==> src/rtl/trigger_monitor_pkg.sv <==
// Shared definitions for the trigger monitor: FSM state encoding, status flag
// bit positions for register packing, and the optional timestamp width.
package trigger_monitor_pkg;

    typedef enum logic [1:0] {
        ST_IDLE = 2'd0,
        ST_ARM  = 2'd1,
        ST_HIGH = 2'd2,
        ST_LOW  = 2'd3
    } mon_state_e;

    // Bit positions of the sticky flags inside the status word
    localparam int FLAG_PERIOD  = 0;
    localparam int FLAG_TIMEOUT = 1;
    localparam int NUM_FLAGS    = 2;

    localparam int TSTAMP_WIDTH = 64;

endpackage

==> src/rtl/trigger_monitor_if.sv <==
// Configuration/status bundle between the trigger monitor and its register bank.
// tstamp_out exists only when TRIGGER_MON_TIMESTAMP_EN is defined.
interface trigger_monitor_if
    import trigger_monitor_pkg::*;
#(
    parameter int COUNT_WIDTH = 32
);
    logic                   run;
    logic                   trigger_in;
    logic [COUNT_WIDTH-1:0] expected_period;
    logic [COUNT_WIDTH-1:0] tolerance;
    logic [COUNT_WIDTH-1:0] timeout;
    logic                   err_clear;

    logic [COUNT_WIDTH-1:0] period_out;
    logic [COUNT_WIDTH-1:0] width_out;
    logic [COUNT_WIDTH-1:0] pulse_count;
    logic                   meas_valid;
    logic                   period_err;
    logic                   timeout_err;
`ifdef TRIGGER_MON_TIMESTAMP_EN
    logic [TSTAMP_WIDTH-1:0] tstamp_out;
`endif

    modport master (
        output run, trigger_in, expected_period, tolerance, timeout, err_clear,
`ifdef TRIGGER_MON_TIMESTAMP_EN
        input  tstamp_out,
`endif
        input  period_out, width_out, pulse_count, meas_valid, period_err, timeout_err
    );

    modport slave (
        input  run, trigger_in, expected_period, tolerance, timeout, err_clear,
`ifdef TRIGGER_MON_TIMESTAMP_EN
        output tstamp_out,
`endif
        output period_out, width_out, pulse_count, meas_valid, period_err, timeout_err
    );

endinterface

==> src/rtl/trigger_monitor_sync_edge_detect.sv <==
// Synchronizes an asynchronous line through SYNC_STAGES flops (>=2) and flags
// rising/falling edges of the synchronized level one flop further down.
module sync_edge_detect #(
    parameter int SYNC_STAGES = 2
) (
    input  logic clk,
    input  logic reset,
    input  logic din,
    output logic level,
    output logic rise,
    output logic fall
);
    logic [SYNC_STAGES-1:0] sync_q;
    logic                   prev_q;

    always_ff @(posedge clk or posedge reset) begin
        if (reset) begin
            sync_q <= '0;
            prev_q <= 1'b0;
        end else begin
            sync_q <= {sync_q[SYNC_STAGES-2:0], din};
            prev_q <= sync_q[SYNC_STAGES-1];
        end
    end

    assign level = sync_q[SYNC_STAGES-1];
    assign rise  = level & ~prev_q;
    assign fall  = ~level & prev_q;

endmodule

==> src/rtl/trigger_monitor.sv <==
// Trigger input monitor: measures period/high width, counts pulses, flags period
// deviation and loss of trigger. TRIGGER_MON_TIMESTAMP_EN adds a 64-bit rise timestamp.
module trigger_monitor
    import trigger_monitor_pkg::*;
#(
    parameter int COUNT_WIDTH = 32,
    parameter int SYNC_STAGES = 2
) (
    input  logic             clk,
    input  logic             reset,
    trigger_monitor_if.slave mon
);
    localparam logic [COUNT_WIDTH-1:0] CNT_MAX = '1;
    localparam logic [COUNT_WIDTH-1:0] CNT_ONE = COUNT_WIDTH'(1);

    function automatic logic [COUNT_WIDTH-1:0] sat_inc(input logic [COUNT_WIDTH-1:0] v);
        return (v == CNT_MAX) ? v : v + CNT_ONE;
    endfunction

    mon_state_e state_q, state_d;

    logic trig_level, trig_rise, trig_fall;

    logic [COUNT_WIDTH-1:0] cnt_p, cnt_w, cnt_e, width_lat;
    logic [COUNT_WIDTH-1:0] period_q, width_q, count_q;
    logic                   strobe_q;
    logic [NUM_FLAGS-1:0]   flags_q, flag_set;

    logic                   in_meas, take_rise, meas_take, timeout_hit, leave_to_idle;
    logic [COUNT_WIDTH:0]   lo_ext, hi_ext;
    logic [COUNT_WIDTH-1:0] lo_bound, hi_bound;
    logic                   period_bad;

    sync_edge_detect #(
        .SYNC_STAGES (SYNC_STAGES)
    ) u_sync (
        .clk   (clk),
        .reset (reset),
        .din   (mon.trigger_in),
        .level (trig_level),
        .rise  (trig_rise),
        .fall  (trig_fall)
    );

    // Tolerance window in one extra bit so underflow/overflow clamp instead of wrapping
    always_comb begin
        lo_ext     = {1'b0, mon.expected_period} - {1'b0, mon.tolerance};
        hi_ext     = {1'b0, mon.expected_period} + {1'b0, mon.tolerance};
        lo_bound   = lo_ext[COUNT_WIDTH] ? '0      : lo_ext[COUNT_WIDTH-1:0];
        hi_bound   = hi_ext[COUNT_WIDTH] ? CNT_MAX : hi_ext[COUNT_WIDTH-1:0];
        period_bad = (cnt_p < lo_bound) || (cnt_p > hi_bound);
    end

    always_ff @(posedge clk or posedge reset) begin
        if (reset) state_q <= ST_IDLE;
        else       state_q <= state_d;
    end

    // An edge in the same cycle as the timeout threshold wins over the timeout
    always_comb begin
        state_d     = state_q;
        take_rise   = 1'b0;
        meas_take   = 1'b0;
        timeout_hit = 1'b0;
        in_meas     = (state_q == ST_HIGH) || (state_q == ST_LOW);
        if (!mon.run) begin
            state_d = ST_IDLE;
        end else begin
            if (in_meas && (mon.timeout != '0) && (cnt_e >= mon.timeout) &&
                !trig_rise && !trig_fall)
                timeout_hit = 1'b1;
            case (state_q)
                ST_IDLE: state_d = ST_ARM;
                ST_ARM: begin
                    if (trig_rise) begin
                        state_d   = ST_HIGH;
                        take_rise = 1'b1;
                    end
                end
                ST_HIGH: begin
                    if (timeout_hit)    state_d = ST_ARM;
                    else if (trig_fall) state_d = ST_LOW;
                end
                ST_LOW: begin
                    if (timeout_hit) begin
                        state_d = ST_ARM;
                    end else if (trig_rise) begin
                        state_d   = ST_HIGH;
                        take_rise = 1'b1;
                        meas_take = 1'b1;
                    end
                end
                default: state_d = ST_IDLE;
            endcase
        end
        leave_to_idle = (state_q != ST_IDLE) && (state_d == ST_IDLE);
    end

    always_comb begin
        flag_set               = '0;
        flag_set[FLAG_PERIOD]  = meas_take && period_bad;
        flag_set[FLAG_TIMEOUT] = timeout_hit;
    end

    always_ff @(posedge clk or posedge reset) begin
        if (reset) begin
            cnt_p     <= '0;
            cnt_w     <= '0;
            cnt_e     <= '0;
            width_lat <= '0;
            period_q  <= '0;
            width_q   <= '0;
            count_q   <= '0;
            strobe_q  <= 1'b0;
            flags_q   <= '0;
        end else begin
            if (take_rise)    cnt_p <= CNT_ONE;
            else if (in_meas) cnt_p <= sat_inc(cnt_p);

            if (take_rise)                                 cnt_w <= CNT_ONE;
            else if ((state_q == ST_HIGH) && trig_level)   cnt_w <= sat_inc(cnt_w);

            if (trig_rise || trig_fall) cnt_e <= CNT_ONE;
            else if (in_meas)           cnt_e <= sat_inc(cnt_e);

            if ((state_q == ST_HIGH) && (state_d == ST_LOW)) width_lat <= cnt_w;

            strobe_q <= meas_take;
            if (meas_take) begin
                period_q <= cnt_p;
                width_q  <= width_lat;
            end

            if (leave_to_idle)  count_q <= '0;
            else if (take_rise) count_q <= sat_inc(count_q);

            // A flag being set in the same cycle as err_clear stays set
            flags_q <= flag_set | (flags_q & ~{NUM_FLAGS{mon.err_clear}});
        end
    end

    assign mon.period_out  = period_q;
    assign mon.width_out   = width_q;
    assign mon.pulse_count = count_q;
    assign mon.meas_valid  = strobe_q;
    assign mon.period_err  = flags_q[FLAG_PERIOD];
    assign mon.timeout_err = flags_q[FLAG_TIMEOUT];

`ifdef TRIGGER_MON_TIMESTAMP_EN
    logic [TSTAMP_WIDTH-1:0] cycle_q, tstamp_q;

    always_ff @(posedge clk or posedge reset) begin
        if (reset) begin
            cycle_q  <= '0;
            tstamp_q <= '0;
        end else begin
            cycle_q <= cycle_q + TSTAMP_WIDTH'(1);
            if (take_rise) tstamp_q <= cycle_q;
        end
    end

    assign mon.tstamp_out = tstamp_q;
`endif

endmodule

==> src/flat_wrapper.sv <==
// flat-port wrapper written by rule: the top's interface ports become plain ports
module trigger_monitor_flat import trigger_monitor_pkg::*;
#(
    parameter int COUNT_WIDTH = 32,
    parameter int SYNC_STAGES = 2
)
  (clk, reset, mon_run, mon_trigger_in, mon_expected_period, mon_tolerance, mon_timeout, mon_err_clear, mon_period_out, mon_width_out, mon_pulse_count, mon_meas_valid, mon_period_err, mon_timeout_err);
  trigger_monitor_if #(.COUNT_WIDTH(COUNT_WIDTH)) mon_i ();
  input  logic clk;
  input  logic reset;
  input wire logic [$bits(mon_i.run)-1:0] mon_run;
  input wire logic [$bits(mon_i.trigger_in)-1:0] mon_trigger_in;
  input wire logic [$bits(mon_i.expected_period)-1:0] mon_expected_period;
  input wire logic [$bits(mon_i.tolerance)-1:0] mon_tolerance;
  input wire logic [$bits(mon_i.timeout)-1:0] mon_timeout;
  input wire logic [$bits(mon_i.err_clear)-1:0] mon_err_clear;
  output wire logic [$bits(mon_i.period_out)-1:0] mon_period_out;
  output wire logic [$bits(mon_i.width_out)-1:0] mon_width_out;
  output wire logic [$bits(mon_i.pulse_count)-1:0] mon_pulse_count;
  output wire logic [$bits(mon_i.meas_valid)-1:0] mon_meas_valid;
  output wire logic [$bits(mon_i.period_err)-1:0] mon_period_err;
  output wire logic [$bits(mon_i.timeout_err)-1:0] mon_timeout_err;
  assign mon_i.run = mon_run;
  assign mon_i.trigger_in = mon_trigger_in;
  assign mon_i.expected_period = mon_expected_period;
  assign mon_i.tolerance = mon_tolerance;
  assign mon_i.timeout = mon_timeout;
  assign mon_i.err_clear = mon_err_clear;
  assign mon_period_out = mon_i.period_out;
  assign mon_width_out = mon_i.width_out;
  assign mon_pulse_count = mon_i.pulse_count;
  assign mon_meas_valid = mon_i.meas_valid;
  assign mon_period_err = mon_i.period_err;
  assign mon_timeout_err = mon_i.timeout_err;
  trigger_monitor #(.COUNT_WIDTH(COUNT_WIDTH), .SYNC_STAGES(SYNC_STAGES)) u_core (.clk(clk), .reset(reset), .mon(mon_i));
endmodule
==> config.mk <==
export PLATFORM = sky130hd
export DESIGN_NAME = trigger_monitor_flat
export DESIGN_NICKNAME = d
export VERILOG_FILES = /design/src/rtl/trigger_monitor_pkg.sv /design/src/rtl/trigger_monitor_if.sv /design/src/rtl/trigger_monitor_sync_edge_detect.sv /design/src/rtl/trigger_monitor.sv /design/src/flat_wrapper.sv
export SDC_FILE = /design/constraint.sdc
export NUM_CORES = 1
export LEC_CHECK = 0
export BUFFER_PORTS_ARGS = -buffer_cell sky130_fd_sc_hd__buf_2
export CORE_ASPECT_RATIO = 1.1
export CORE_UTILIZATION = 35
export DETAILED_ROUTE_END_ITERATION = 7
export PLACE_DENSITY = 0.65
export SLEW_MARGIN = 10
export SYNTH_ARGS = -nofsm -noshare
export SYNTH_HDL_FRONTEND = slang
export SYNTH_SLANG_ARGS = --single-unit
==> constraint.sdc <==
create_clock -name clk -period 10.5 [get_ports clk]
set_input_delay 2.1 -clock clk [delete_from_list [all_inputs] [get_ports clk]]
set_output_delay 2.1 -clock clk [all_outputs]
set_load 0.05 [all_outputs]
==> flow_summary.yaml, run 1 <==
setup_path:
  cpPeakStageDelay_ns: 0.55
  startpoint: "mon_tolerance[0]"
  crit_slowest_cell: "o41ai_2"
  cp_max_fo: 26
  crit_family: "simple AND/OR/NAND/NOR gates"
  cp.required_ns: 10.90
  cp-start-kind: "input pin"
  endpoint_kind: "flop"
  crit_buf_inv: 2
  critPathKind: "input pin to flop"
  reg2reg_from: "u_core.u_sync.sync_q[1]"
  path_cells: "buf_2, ha_1, inv_1, fa_1, a211o_1, a21oi_1, nor3_1, o21ai_0, o41ai_2, a31o_2, nand3_2, nand2_2, nand3_1, ha_1, nand4_1, nor2_1, nand4_1, or3_1, or3_1, a211oi_1, o221ai_1"
  cp.arrival_ns: 7.01
clocking:
  cts.sinks: 232
  cts-root-buf: "clkbuf_16"
  clk_pin_slew_worst_paths_ns: 0.07
  clk_path_buf_depth: 3
  numCtsBuffers: 26
  cts_hold_buf: 0
  cts_tree: "yes"
  cts.repair.resized: 0
  clock_latency_ns: 0.55
  postCtsSetupBuffers: 0
  htree_levels: 1
sta:
  drv_slew: 0
  tns_ns: 0
  slew_headroom: 0.282
  min_period_over_period: 0.629
  skew_ns: 0.0187
  rsz0062_at_grt: "no"
  layout_min_cycle_time_ns: 6.60
  tightest_slew_ns: 1.08
  hold_ws_ns: 0.356
  setup-violations-final: 0
  fin_ws_ns: 3.90
  hold_violations: 0
  fmax_mhz: 151
die:
  die_h_um: 226
  rows: 81
  dieArea_um2: 46400
  start_util: 0.357
  die_w_um: 205
  pin_count: 200
  coreArea_um2: 44700
synthesis:
  synth_seq_cells: 232
  yosys-top-cells-area: "dfrtp_1, ha_1, mux2_2"
  avgSynthCellArea_um2: 9.15
  yosysTopAreaCell: "dfrtp_1"
  synth.top_cells.by_count: "dfrtp_1, nor2_1, ha_1"
  synth_top_area_frac: 0.364
  syn-num-nets: 2009
  synth_area_um2: 15900
  synth_cell_type_count: 76
  yosysSeqAreaShare: 0.364
  synth_edf_count: 0
  synthMostInstantiatedCell: "dfrtp_1"
  synthArstFlopShare: 1.00
  synth_warnings: 0
  synthFlopType: "dfrtp_1"
  syn-instance-count: 1741
placed_design:
  gp_congestion: 0.899
  dp_hpwl_um: 31800
  place_ws_ns: 3.33
  io_buffer_count: 199
job:
  drv_cap: 0
route:
  drt_pre_antenna_iters: 5
  drcViolationCount: 0
  viasPerCell: 5.23
  ant_nets: 0
  drt_wl_total_um: 41500
  vias: 13200
  routedWlPerCell_um: 16.5
  drtIter0Drc: 777
global_routing:
  grt_max_degree: 148
  antenna_found_initial: 0
  first_global_vias: 13000
  grt_pass1_wl_um: 67100
  overflow: 0
  grt_use_total: 0.179
hold_path:
  hp-class: "flop to flop"
  hold_start: "u_core.u_sync.sync_q[0]"
power_and_ir_drop:
  p_per_area_nw_per_um2: 137
  ir_worst_vdd_uv: 91.8
  leakagePower_nw: 9.20
layout:
  drive_gt1_frac: 0.189
  area_growth_pct: 15.3
  fillers: 4478
  antenna_cells: 0
  final_nets: 2188
run_status:
  status: "complete, no violations"
## sequential cells by signal, indices dropped and copies added (netlist names), 2 cells and up
name / cells
u_core.u_sync.sync_q: 2
u_core.flags_q: 2
u_core.mon.pulse_count: 32
u_core.mon.width_out: 32
u_core.mon.period_out: 32
u_core.width_lat: 32
u_core.cnt_e: 32
u_core.state_q: 2
u_core.cnt_p: 32
u_core.cnt_w: 32
## through the flow
step                instance area (um2)  total power (W)  instances   util
floorplan                         15900          0.00143       1741      -
global placement                  17500          0.00159       2473  0.391
detailed placement                17500          0.00160       2473  0.391
CTS                               18400          0.00255       2520  0.411
global route                      18400          0.00266       2520  0.411
finish                            18400          0.00252       2520  0.411
## power by group
part           leakage (nW)  switching [W]  internal, W
Clock                 0.426       0.000380     0.000553
Combinational          5.59       0.000352     0.000215
Sequential             3.19      0.0000721     0.000948
Total                  9.20       0.000804      0.00172
## cells in the final DEF (no fill, tap or decap), types with 21 or more instances in the layout
| cell type | n |
|---|---|
| dfrtp_1 | 232 |
| buf_2 | 199 |
| nor2_1 | 179 |
| ha_1 | 165 |
| inv_1 | 122 |
| nand2_1 | 122 |
| a21oi_1 | 120 |
| mux2_2 | 88 |
| o21ai_0 | 81 |
| xnor2_1 | 67 |
| xor2_1 | 61 |
| nand3_1 | 56 |
| nand4_1 | 50 |
| nor3_1 | 35 |
| or3_1 | 34 |
| a21o_1 | 32 |
| and3_1 | 28 |
| clkbuf_16 | 26 |
| nor4_1 | 21 |
## area by class of cell
type                            instances  area (um2)  share of cell area
Clock buffer                           37         752              0.0409
Timing Repair Buffer                  205        1040              0.0567
Multi-Input combinational cell       1330        9420               0.513
Clock inverter                         10         144             0.00783
Tap cell                              581         727              0.0396
Inverter                              125         477              0.0260
Sequential cell                       232        5810               0.316
## kinds of logic after synthesis
kind of cell / count (synthesis) / synth area share
AO/OA/AOI/OAI: 333 / 0.132
XOR/XNOR: 128 / 0.0704
adder cells (fa/ha/maj): 167 / 0.132
buffers and inverters: 179 / 0.0451
flip-flops: 232 / 0.364
multiplexers: 97 / 0.0678
AND/OR/NAND/NOR: 605 / 0.189
## layer usage
layer | global-route usage | share of wire
met5 | 0 | 0
met4 | 0.0435 | 0.023
met3 | 0.0281 | 0.043
met2 | 0.300 | 0.47
met1 | 0.240 | 0.46
## path summary, 6_finish.rpt
path / endpoint / slack [ns] / depth (start not counted)
setup / recovery: u_core.flags_q[0] / 3.90 / 21
hold / removal: u_core.u_sync.sync_q[1] / 0.36 / 0
setup reg to reg: u_core.mon.pulse_count[28] / 7.31 / 7
hold reg to reg: u_core.u_sync.sync_q[1] / 0.36 / 0
max in group asynchronous: u_core.width_lat[30] / 7.00 / 3
min in group asynchronous: u_core.cnt_e[21] / 1.78 / 2
Power figures use the tool's default switching activity.
==> run 2: changes to the inputs <==
==> constraint.sdc (replaced) <==
create_clock -name clk -period 6.1 [get_ports clk]
set_input_delay 1.22 -clock clk [delete_from_list [all_inputs] [get_ports clk]]
set_output_delay 1.22 -clock clk [all_outputs]
set_load 0.05 [all_outputs]
==> run 2 against run 1 <==
Against the previous run:
- non-clock buffer count rose by 21
- critical path depth unchanged
- die area is the same
- sequential power is 72% higher
- critical endpoint unchanged
- largest power group unchanged
==> flow_summary.yaml, run 2 (synthesized netlist as in run 1, its figures left out) <==
route:
  vias: 13400
  ant_nets: 0
  drt_wl_total_um: 41800
  drtIter0Drc: 687
  viasPerCell: 5.26
  drcViolationCount: 0
  drt_pre_antenna_iters: 4
  routedWlPerCell_um: 16.4
setup_path:
  reg2reg_from: "u_core.u_sync.sync_q[1]"
  crit_family: "compound AO/OA/AOI/OAI gates"
  cp_max_fo: 5
  crit_slowest_cell: "o211ai_1"
  startpoint: "mon_tolerance[3]"
  critPathKind: "input pin to flop"
  crit_top_cell: "a21oi_1"
  path_cells: "buf_2, inv_1, ha_1, buf_4, inv_1, o311ai_1, a211oi_1, a21oi_1, o211ai_1, a311o_1, a31oi_1, a21oi_1, mux2_2, ha_1, and4_1, nor3b_1, nand3_1, nor3_1, a21oi_1, o21ai_0, o221ai_1"
  cp.arrival_ns: 6.03
  endpoint_kind: "flop"
  crit_buf_inv: 4
  cpPeakStageDelay_ns: 0.47
  cp-start-kind: "input pin"
  cp.required_ns: 6.50
sta:
  hold_ws_ns: 0.358
  setup-violations-final: 0
  hold_violations: 0
  slew_headroom: 0.338
  layout_min_cycle_time_ns: 5.62
  min_period_over_period: 0.922
  tns_ns: 0
  skew_ns: 0.0155
  tightest_slew_ns: 0.992
  fmax_mhz: 178
  drv_slew: 0
  rsz0062_at_grt: "no"
  fin_ws_ns: 0.475
clocking:
  clk_pin_slew_worst_paths_ns: 0.06
  cts.repair.resized: 0
  clock_latency_ns: 0.55
  cts_tree: "yes"
  postCtsSetupBuffers: 0
  numCtsBuffers: 25
  htree_levels: 1
  cts_hold_buf: 0
  cts-root-buf: "clkbuf_16"
  cts.sinks: 232
  clk_path_buf_depth: 3
placed_design:
  dp_hpwl_um: 32000
  io_buffer_count: 199
  place_ws_ns: -0.0332
  gp_congestion: 0.887
power_and_ir_drop:
  report.power.total_w: 0.00444
  leakagePower_nw: 9.33
  p_per_area_nw_per_um2: 239
  ir_worst_vdd_uv: 197
layout:
  drive_gt1_frac: 0.198
  utilization: 0.415
  area_growth_pct: 16.4
  mostFrequentLayoutCells: "dfrtp_1, buf_2, nor2_1"
  antenna_cells: 0
  fillers: 4421
  final_nets: 2208
  final_common_cell: "dfrtp_1"
hold_path:
  hold_start: "u_core.u_sync.sync_q[0]"
  hp-class: "flop to flop"
job:
  drv_cap: 0
die:
  die_w_um: 205
  start_util: 0.357
  dieArea_um2: 46400
  die_h_um: 226
  rows: 81
  coreArea_um2: 44700
  pin_count: 200
global_routing:
  antenna_found_initial: 0
  first_global_vias: 12900
  grt_max_degree: 152
  grt_pass1_wl_um: 67000
  overflow: 0
  grt_use_total: 0.179
run_status:
  status: "complete, no violations"
run 2: changes by cell type in the layout (fill, tap and decap cells not counted), sizes merged:
cell      change
clkinvlp      -2
buf          +21
bufinv        +3
inv           +1
clkbuf        -4
run 2: stage by stage:
step,cell area (um2),std cells
2_1_floorplan,15900,1741
3_3_place_gp,17600,2494
3_5_place_dp,17600,2494
4_1_cts,18600,2539
5_1_grt,18600,2539
6_report,18600,2539
run 2: final cells by class:
class | count | area, um2 | share of cell area
Multi-Input combinational cell | 1330 | 9420 | 0.508
Sequential cell | 232 | 5810 | 0.313
Timing Repair Buffer | 226 | 1210 | 0.0653
Tap cell | 581 | 727 | 0.0392
Clock buffer | 33 | 706 | 0.0380
Inverter | 125 | 473 | 0.0255
Clock inverter | 12 | 211 | 0.0114
run 2: layer usage:
metal | GRT usage | wire length, um
met5 | 0 | 0
met4 | 0.0461 | 1060
met3 | 0.0257 | 1780
met1 | 0.237 | 19100
met2 | 0.303 | 19900
run 2: path summary, 6_finish.rpt:
kind                                               to  slack, ns  cells past startpoint
hold / removal                u_core.u_sync.sync_q[1]       0.36                      0
max in group asynchronous   u_core.mon.period_out[31]       4.20                      3
setup / recovery                    u_core.flags_q[0]       0.48                     21
hold reg to reg               u_core.u_sync.sync_q[1]       0.36                      0
setup reg to reg           u_core.mon.pulse_count[27]       2.98                      6
min in group asynchronous        u_core.width_lat[16]       0.68                      2
run 2: power by group:
group	internal, W	switching, W
registers	0.00163	0.000124
clock network	0.00103	0.000650
logic	0.000386	0.000617
==> run 3: changes to the inputs <==
--- a/config.mk
+++ b/config.mk
@@ -10,7 +10,8 @@
 export CORE_UTILIZATION = 35
 export DETAILED_ROUTE_END_ITERATION = 7
 export PLACE_DENSITY = 0.65
-export SLEW_MARGIN = 10
+export RECOVER_POWER = 50
+export SLEW_MARGIN = 25
 export SYNTH_ARGS = -nofsm -noshare
 export SYNTH_HDL_FRONTEND = slang
 export SYNTH_SLANG_ARGS = --single-unit
==> run 3 against run 2 <==
Against the previous run:
- the run now ends with max-capacitance violations, max-slew violations left
- clock power is essentially flat
- sequential cell count is the same
- die area is the same
- global-route usage is the same
- critical path type unchanged
- largest power group unchanged
- combinational power is essentially flat
- cell count is the same
- critical path depth is the same
- sequential share of layout area grew 0.066 points
==> flow_summary.yaml, run 3 (synthesized netlist as in run 1, its figures left out) <==
die:
  die_h_um: 226
  pin_count: 200
  coreArea_um2: 44700
  rows: 81
  die_w_um: 205
  start_util: 0.357
  dieArea_um2: 46400
sta:
  fmax_mhz: 178
  layout_min_cycle_time_ns: 5.61
  setup-violations-final: 0
  min_period_over_period: 0.920
  hold_violations: 0
  tightest_slew_ns: 3.90
  rsz0062_at_grt: "no"
  tns_ns: 0
  slew_headroom: -1.60
  skew_ns: 0.0159
  drv_slew: 253
setup_path:
  cp-start-kind: "input pin"
  endpoint_kind: "flop"
  worstReg2RegEnd: "u_core.mon.pulse_count[27]"
  cp.required_ns: 6.50
  cp.arrival_ns: 6.02
  reg2reg_from: "u_core.u_sync.sync_q[1]"
  cp_max_fo: 5
  rrSetupSlack_ns: 2.98
  r2r_cells: 6
  critPathKind: "input pin to flop"
global_routing:
  grt_pass1_wl_um: 67000
  grt_use_total: 0.179
  first_global_vias: 12900
  antenna_found_initial: 0
  grt_max_degree: 152
  overflow: 0
placed_design:
  gp_congestion: 0.887
  io_buffer_count: 199
  dp_hpwl_um: 32000
  placed_cell_area_um2: 17600
power_and_ir_drop:
  leakagePower_nw: 9.30
  ir_worst_vdd_uv: 197
  p_per_area_nw_per_um2: 240
  report.power.total_w: 0.00444
clocking:
  clock_latency_ns: 0.55
  cts_hold_buf: 0
  cts-root-buf: "clkbuf_16"
  clk_path_buf_depth: 3
  postCtsSetupBuffers: 0
  numCtsBuffers: 25
  clk_pin_slew_worst_paths_ns: 0.06
  cts.sinks: 232
  cts_tree: "yes"
  htree_levels: 1
  cts.repair.resized: 0
layout:
  antenna_cells: 0
  utilization: 0.414
  final_nets: 2208
  area_growth_pct: 16.2
  drive_gt1_frac: 0.194
  final_common_cell: "dfrtp_1"
  fillers: 4424
  mostFrequentLayoutCells: "dfrtp_1, buf_2, nor2_1"
  final_area_um2: 18500
run_status:
  violations: "max-capacitance violations, max-slew violations"
  status: "finished, violations left"
hold_path:
  hold_start: "u_core.u_sync.sync_q[0]"
  hold_path_end: "u_core.u_sync.sync_q[1]"
  hp-class: "flop to flop"
  holdPathStages: 0
job:
  drv_cap: 3
route:
  drtIter0Drc: 693
  drcViolationCount: 0
  routedWlPerCell_um: 16.4
  ant_nets: 0
  drt_wl_total_um: 41700
  vias: 13300
  viasPerCell: 5.26
  drt_pre_antenna_iters: 5
==> run 3: where the power goes <==
part | leakage, nW | internal (W) | total [W] | switching (W)
logic | 5.66 | 0.000385 | 0.00100 | 0.000616
clock network | 0.453 | 0.00103 | 0.00168 | 0.000649
registers | 3.19 | 0.00163 | 0.00175 | 0.000124
total | 9.30 | 0.00305 | 0.00444 | 0.00139
==> run 3: worst max-delay path by stage <==
stage	startpoint	to	slack, ns
floorplan	mon_tolerance[0]	u_core.flags_q[0]	0.81
global placement	mon_tolerance[0]	u_core.flags_q[0]	0.006
detailed placement	mon_tolerance[0]	u_core.flags_q[0]	-0.03
CTS	mon_tolerance[0]	u_core.flags_q[0]	0.52
global route	mon_tolerance[1]	u_core.flags_q[0]	0.14
finish	mon_tolerance[3]	u_core.flags_q[0]	0.49
==> run 3: layout make-up <==
| cell class | instances | area (um2) | share of cell area |
|---|---|---|---|
| tap | 581 | 727 | 0.0393 |
| inverter | 125 | 470 | 0.0254 |
| sequential | 232 | 5810 | 0.314 |
| clock buffer | 33 | 706 | 0.0381 |
| multi-input combinational | 1330 | 9410 | 0.508 |
| timing repair buffer | 226 | 1180 | 0.0639 |
| clock inverter | 12 | 211 | 0.0114 |
==> run 3: per-stage QoR <==
| step | hold slack, ns | instances | worst slack [ns] |
|---|---|---|---|
| floorplan | 0.331 | 1741 | 0.807 |
| global placement | 0.337 | 2494 | 0.00559 |
| detailed placement | 0.346 | 2494 | -0.0332 |
| CTS | 0.360 | 2539 | 0.520 |
| global route | 0.370 | 2539 | 0.139 |
| finish | 0.356 | 2539 | 0.485 |
==> run 3: routing by layer <==
layer | vias to the layer above | global-route usage | routed length (um)
met5 | - | 0 | 0
met4 | 0 | 0.0461 | 1060
met3 | 63 | 0.0257 | 1720
met2 | 276 | 0.303 | 19800
met1 | 6477 | 0.237 | 19100
li1 | 6533 | - | -
==> run 3: critical path, cell delays in order <==
cell	delay, ns
buf_2	0.09
inv_1	0.04
ha_1	0.29
buf_4	0.16
inv_1	0.10
o311ai_1	0.18
a211oi_1	0.44
a21oi_1	0.20
o211ai_1	0.47
a311o_1	0.34
a31oi_1	0.17
a21oi_1	0.19
mux2_2	0.37
ha_1	0.30
and4_1	0.24
nor3b_1	0.40
nand3_1	0.19
nor3_1	0.22
a21oi_1	0.10
o21ai_0	0.14
o221ai_1	0.16
